<file path="config.mk">
export PLATFORM = sky130hd
export DESIGN_NAME = vector_dot
export DESIGN_NICKNAME = d
export VERILOG_FILES = /design/src/rtl/vector_dot.sv
export SDC_FILE = /design/constraint.sdc
export NUM_CORES = 2
export LEC_CHECK = 0
export ABC_AREA = 1
export BUFFER_PORTS_ARGS = -buffer_cell sky130_fd_sc_hd__buf_4
export CORE_MARGIN = 3
export CORE_UTILIZATION = 40
export CTS_CLUSTER_SIZE = 25
export DETAILED_ROUTE_END_ITERATION = 10
export PLACE_DENSITY = 0.64
export RECOVER_POWER = 100
export SLEW_MARGIN = 20
export SYNTH_ARGS = -nofsm -noshare
export SYNTH_HDL_FRONTEND = slang
export SYNTH_SLANG_ARGS = --single-unit
export TNS_END_PERCENT = 100
</file>
<file path="constraint.sdc">
create_clock -name clk -period 9.1 [get_ports clk]
set_clock_uncertainty 0.2 [all_clocks]
set_input_delay 0.91 -clock clk [delete_from_list [all_inputs] [get_ports clk]]
set_output_delay 0.91 -clock clk [all_outputs]
set_load 0.05 [all_outputs]
</file>
<file path="src/rtl/vector_dot.sv">
// Sequential Q16.16 dot product of two 3-vectors sharing one signed 32x32 multiplier.
// Optional build macro VECTOR_DOT_SAT_EN saturates out-of-range results instead of wrapping.
module vector_dot (
    input  logic        clk,
    input  logic        rst,
    input  logic        new_data,
    output logic        busy,
    output logic        output_valid,
    input  logic [95:0] v1,
    input  logic [95:0] v2,
    output logic [31:0] r
);

    localparam logic [1:0] IDLE  = 2'd0;
    localparam logic [1:0] MUL_X = 2'd1;
    localparam logic [1:0] MUL_Y = 2'd2;
    localparam logic [1:0] MUL_Z = 2'd3;

    logic [1:0]         state;
    logic [95:0]        op_a;
    logic [95:0]        op_b;
    logic signed [65:0] acc;

    logic signed [31:0] mul_a;
    logic signed [31:0] mul_b;
    logic signed [63:0] product;
    logic signed [65:0] acc_base;
    logic signed [65:0] sum;
    logic [31:0]        result;
    logic               unused_sum;

    // Single multiplier: operands selected by the current component state.
    always_comb begin
        mul_a = op_a[31:0];
        mul_b = op_b[31:0];
        case (state)
            MUL_Y: begin
                mul_a = op_a[63:32];
                mul_b = op_b[63:32];
            end
            MUL_Z: begin
                mul_a = op_a[95:64];
                mul_b = op_b[95:64];
            end
            default: begin
                mul_a = op_a[31:0];
                mul_b = op_b[31:0];
            end
        endcase
    end

    assign product  = mul_a * mul_b;
    assign acc_base = (state == MUL_X) ? '0 : acc;
    assign sum      = acc_base + {{2{product[63]}}, product};

`ifdef VECTOR_DOT_SAT_EN
    // Representable only when the bits above the result's sign bit are a pure sign extension.
    always_comb begin
        if ((&sum[65:47]) || !(|sum[65:47])) begin
            result = sum[47:16];
        end else if (sum[65]) begin
            result = 32'h8000_0000;
        end else begin
            result = 32'h7FFF_FFFF;
        end
    end
`else
    assign result = sum[47:16];
`endif

    assign unused_sum = ^{sum[65:48], sum[15:0]};
    assign busy       = (state != IDLE);

    always_ff @(posedge clk) begin
        if (rst) begin
            state        <= IDLE;
            acc          <= '0;
            op_a         <= '0;
            op_b         <= '0;
            r            <= '0;
            output_valid <= 1'b0;
        end else begin
            output_valid <= 1'b0;
            case (state)
                IDLE: begin
                    if (new_data) begin
                        op_a  <= v1;
                        op_b  <= v2;
                        state <= MUL_X;
                    end
                end
                MUL_X: begin
                    acc   <= sum;
                    state <= MUL_Y;
                end
                MUL_Y: begin
                    acc   <= sum;
                    state <= MUL_Z;
                end
                MUL_Z: begin
                    r            <= result;
                    output_valid <= 1'b1;
                    state        <= IDLE;
                end
                default: state <= IDLE;
            endcase
        end
    end

endmodule

</file>
=== Word-level counts from Yosys, hierarchy flattened ===
Cells that the tools add are included.

* Word-level logic and storage cells: 22
* Bits in registers: 293
* Output and inout port bits: 34
* Input port bits: 195

* $add $sub $neg: 1
* Multiply operators: 1
* Equality and inequality tests: 4
* Mux-type cells: 6
* Reductions and logical operators: 4

{| class="wikitable"
|+ Operators by type and width
! kind !! count
|-
| case mux 32 bit (2 select lines) || 2
|-
| adder 66 bit || 1
|-
| two-way mux 66 bit || 1
|-
| multiplier 32 x 32 -> 64 bit || 1
|-
| case mux 2 bit (4 select lines) || 1
|-
| equality test 2 bit (second input constant) || 2
|-
| equality test 2 x 1 -> 1 bit (second input constant) || 1
|-
| logical NOT 2 bit || 1
|-
| two-way mux 2 bit || 1
|-
| inequality test 2 bit (second input constant) || 1
|-
| AND reduction 2 bit || 1
|-
| nonzero test 2 bit || 1
|-
| OR reduction 2 bit || 1
|-
| two-way mux 1 bit || 1
|}

=== Longest topological paths before layout ===
* Depth in word-level cells: 4
* Gate-level depth with buffers: 55

=== Worst setup path after synthesis ===
Ideal clock, no wire load.

* Kind: register -> register
* Start point: register state[0]
* End point: register r[27]
* Setup slack: -0.364 ns
* Stages on the path, launching flop included: 52
* Period minus slack after synthesis: 9.464 ns
* Arrival: 9.147 ns
* Path buffers: 4
* Setup time: 0.117 ns
* Cells stage by stage: dfxtp_1 -> inv_1 -> ha_1 -> nor2_4 -> buf_6 -> buf_6 -> clkbuf_1 -> nand2_1 -> nand3_1 -> clkbuf_1 -> nand2_1 -> inv_1 -> fa_1 -> fa_1 -> inv_1 -> fa_1 -> fa_1 -> inv_1 -> (+16 left out) -> a21oi_1 -> a21oi_1 -> xor2_1 -> ha_1 -> nand2_1 -> nor2_1 -> inv_1 -> nor2_1 -> inv_1 -> nor3_1 -> nand3b_1 -> nand3_1 -> a21oi_1 -> o21bai_1 -> or2_2 -> nand3_1 -> o211ai_1 -> inv_1

* Longest elaborated chain between the ends: 4
* Elaborated cells on any way between the ends: 8
* Classes of those cells: add/sub (1); mul (1); eq/ne (3); mux (3)

{| class="wikitable"
|+ Ends and longest elaborated chain
! item !! RTL line !! source
|-
| start, declared || 19 || <nowiki>logic [1:0] state;</nowiki>
|-
| start signal, assigned || 76 || <nowiki>state <= IDLE;</nowiki>
|-
| start signal, assigned || 89 || <nowiki>state <= MUL_X;</nowiki>
|-
| start signal, assigned || 94 || <nowiki>state <= MUL_Y;</nowiki>
|-
| equality test 2 bit, on equally long branches || 36, 84 ||
|-
| case mux 32 bit (2 select lines) || 36 || <nowiki>case (state)</nowiki>
|-
| multiplier 32 x 32 -> 64 bit || 52 || <nowiki>assign product = mul_a * mul_b;</nowiki>
|-
| adder 66 bit || 54 || <nowiki>assign sum = acc_base + {{2{product[63]}}, product};</nowiki>
|-
| end signal, assigned || 101 || <nowiki>r <= result;</nowiki>
|-
| end, declared || 11 || <nowiki>output logic [31:0] r</nowiki>
|}

Several ways; a longest one is shown, not always the timed one.
A chain may end at the register's enable or synchronous reset.

=== Final worst setup path ===
* Start point: register state[0]
* End point: register acc[36]

* Longest elaborated chain between the ends: 4
* Elaborated cells on any way between the ends: 9
* Classes of those cells: add/sub (1); mul (1); eq/ne (3); mux (3); reduce/logical (1)

{| class="wikitable"
|+ Ends and longest elaborated chain
! item !! RTL line !! source
|-
| equality test 2 bit, on equally long branches || 36, 84 ||
|-
| case mux 32 bit (2 select lines) || 36 ||
|-
| multiplier 32 x 32 -> 64 bit || 52 ||
|-
| adder 66 bit || 54 ||
|-
| end signal, assigned || 93 || <nowiki>acc <= sum;</nowiki>
|-
| end signal, assigned || 97 || <nowiki>acc <= sum;</nowiki>
|-
| end, declared || 22 || <nowiki>logic signed [65:0] acc;</nowiki>
|}

Several ways; a longest one is shown, not always the timed one.

==> metrics.md <==
| Metric | Value |
|---|---|
| Gpl congestion | `~0.95` |
| First-pass GRT wire length | `roughly 220 mm` |
| Setup TNS | `-7.84 ns` |
| RSZ-0062 raised after global routing | `yes` |
| CP most frequent cell | `inv_1` |
| Yosys warnings | `0` |
| Most frequent cell after synthesis | `inv_1` |
| Routed Antenna Nets | `0` |
| Worst Setup End Kind | `flop` |
| Multi-input logic area | `about 33000 sq um` |
| Total grt overflow | `0` |
| H-tree levels | `1` |
| Num CTS Buffers | `29` |
| Dpl cells | `between 8000 and 9000` |
| Seq cells post-synth | `275` |
| Worst EP arrival | `9.77 ns` |
| Util after Layout | `0.507` |
| Achievable frequency | `106 MHz` |
| Core Rows | `roughly 120` |
| Fillers | `10500` |
| Initial antenna violation count | `2` |
| Synth Area per Inst | `7.41 sq um` |
| CP peak stage delay | `between 0.5 and 0.6 ns` |
| Core Box Area | `roughly 110000 sq um` |
| Post-synth ARST share | `0` |
| Final Max Tran Viols | `0` |
| Most Used Layer, Global Route | `met2` |
| Max-Cap Viols | `0` |
| TritonRoute pass-1 iters | `6` |
| Port buffer count | `228` |
| Status | `complete, but fails checks` |
| Top post-synthesis cells by area | `fa_1 (38%), inv_1 (14%), dfxtp_1 (12%), nand2_1 (11%), ha_1 (6.1%)` |
| Largest net degree at the start of global routing | `157` |
| Hold Buf Count CTS | `0` |
| DP Worst Slack | `-0.919 ns` |
| Ant diodes | `0` |
| Clk sinks | `between 200 and 300` |
| Commonest cells in the netlist | `inv_1 (1634), nand2_1 (1334), fa_1 (840), nor2_1 (539), o21ai_0 (283)` |
| Setup CP Type | `flop to flop` |
| Max_slew headroom | `0.340` |
| Crit Path Max Fanout | `9` |
| Initial Util | `0.406` |
| Storage cell area | `about 5500 sq um` |
| Failing checks | `setup timing` |
| Worst min-delay path category | `flop to flop` |
| Post-synth EDFFs | `0` |
| Non-Filler Instances | `~8200` |
| Ports | `~230` |
| # DRC | `0` |
| CP max stage cell | `fa_1` |
| Synth Cell Area | `44500 sq um` |
| Clk slew on worst S/H paths | `0.06 ns` |
| Final setup vio count | `34` |
| Total Routing Usage GR | `0.244` |
| Number of global-route vias before repair | `around 41000` |
| DR vias | `39500` |
| DP HPWL | `119 mm` |
| CTS Buffer Depth | `3` |
| Die height | `340 um` |
| Met2 usage | `0.407` |
| CP required | `between 9 and 10 ns` |
| Yosys top cell area share | `0.378` |
| Final worst slack | `-0.373 ns` |
| Post-synth net total | `roughly 7300` |
| Root buf cell | `clkbuf_16` |
| Routed WL | `approximately 140 mm` |
| Die ar. | `about 120000 sq um` |
| Area Growth Syn to Fin | `24.8%` |
| Fin. Hold Viols | `0` |
| GR Util met1 | `0.332` |
| Fin crit period | `9.47 ns` |
| Worst skew pair latency | `0.60 ns` |
| Mapped Cells | `about 6000` |
| Startpoint Class | `flop` |
| Post-synth top area cell | `fa_1` |
| Post-synth top flop | `dfxtp_1` |
| Met3 GRT Util | `0.0293` |
| CTS tree | `done` |
| Via count normalized by instance count | `approximately 4.8` |
| DRT iter0 DRCs | `roughly 2700` |
| Post-layout nets | `7948` |
| Least-Margin Pin Slew | `0.990 ns` |
| Fraction of layout cells with a size suffix above 1 | `0.186` |
| Final period util | `1.04` |
| Register area share after synthesis | `0.124` |
| Die width | `340 um` |
| Synth cell types | `45` |
| DR WL/cell | `17.1 um` |
final cells by class:
cell class              count  area share
clock inverters            14     0.00248
repair buffers            932       0.144
clock buffers              39      0.0146
multi-input cells        3814       0.595
flip-flops and latches    275      0.0992
well taps                1476      0.0332
inverters                1643       0.111
critical path: cells and delay by family, from the launching register on:
family / cells / cell delay, ns
buf+inv: 18 / 1.92
simple gates: 5 / 0.45
compound gates: 11 / 1.66
flops: 1 / 0.32
xor+xnor: 1 / 0.18
fa+ha+maj: 11 / 4.66
what timing repair did:
| item | CTS | global route |
|---|---|---|
| setup endpoints to repair | 59 | 64 |
| cloned | 1 | 1 |
| setup buffers | 33 | 10 |
| pin swaps | 60 | 51 |
| gates resized for setup | 228 | 114 |
| endpoints found under the hold margin | 0 | 0 |
metrics by stage:
| step | hold slack, ns | area, sq um |
|---|---|---|
| after floorplan | 0.224 | 44700 |
| after global placement | 0.241 | 52700 |
| after detailed placement | 0.241 | 52700 |
| after CTS | 0.251 | 55000 |
| after global routing | 0.280 | 55600 |
| final | 0.252 | 55600 |
sequential cells by signal, indices dropped and copies added, names as in the netlist:
register	cells
acc	48
state	2
op_b	96
output_valid	1
op_a	96
r	32
final timing paths:
kind                                 end  startpoint  depth (start not counted)  slack (ns)
worst max-delay path             acc[36]    state[0]                         46       -0.37
worst min-delay path            op_a[80]    op_a[80]                          2        0.25
worst max register to register   acc[36]    state[0]                         46       -0.37
worst min register to register  op_a[80]    op_a[80]                          2        0.25
kinds of logic (layout without fill, tap and decap cells):
family / Yosys count / after routing / share of synthesized area
buffers and inverters: 1921 / 2628 / 0.164
xor gates and xnor gates: 75 / 75 / 0.0148
adders and majority gates: 1058 / 1058 / 0.439
and+or+nand+nor: 2079 / 2079 / 0.184
DFF: 275 / 275 / 0.124
AOI/OAI and AO/OA: 602 / 602 / 0.0740
layer usage:
| layer | vias up | wire [um] | share of wire |
|---|---|---|---|
| met5 | - | 13 | 0.000093 |
| met4 | 2 | 5290 | 0.038 |
| met3 | 243 | 8930 | 0.064 |
| met2 | 1309 | 65400 | 0.47 |
| met1 | 19300 | 60600 | 0.43 |
| li1 | 18700 | - | - |
layout by cell type (no fill, tap or decap), drive strengths merged, types with 17 or more instances in the layout:
cell type | netlist | final
nor2 | 541 | 541
nand2 | 1349 | 1349
nand3 | 138 | 138
xnor2 | 33 | 33
clkbuf | 235 | 40
inv | 1639 | 1643
buf | 43 | 931
nand4 | 17 | 17
dfxtp | 275 | 275
o211ai | 46 | 46
ha | 218 | 218
fa | 840 | 840
a21oi | 186 | 186
a31oi | 28 | 28
xor2 | 42 | 42
o21ai | 289 | 289
Power is not shown: default switching activity piles up to over one toggle a cycle in this logic, so the estimate is an artifact.
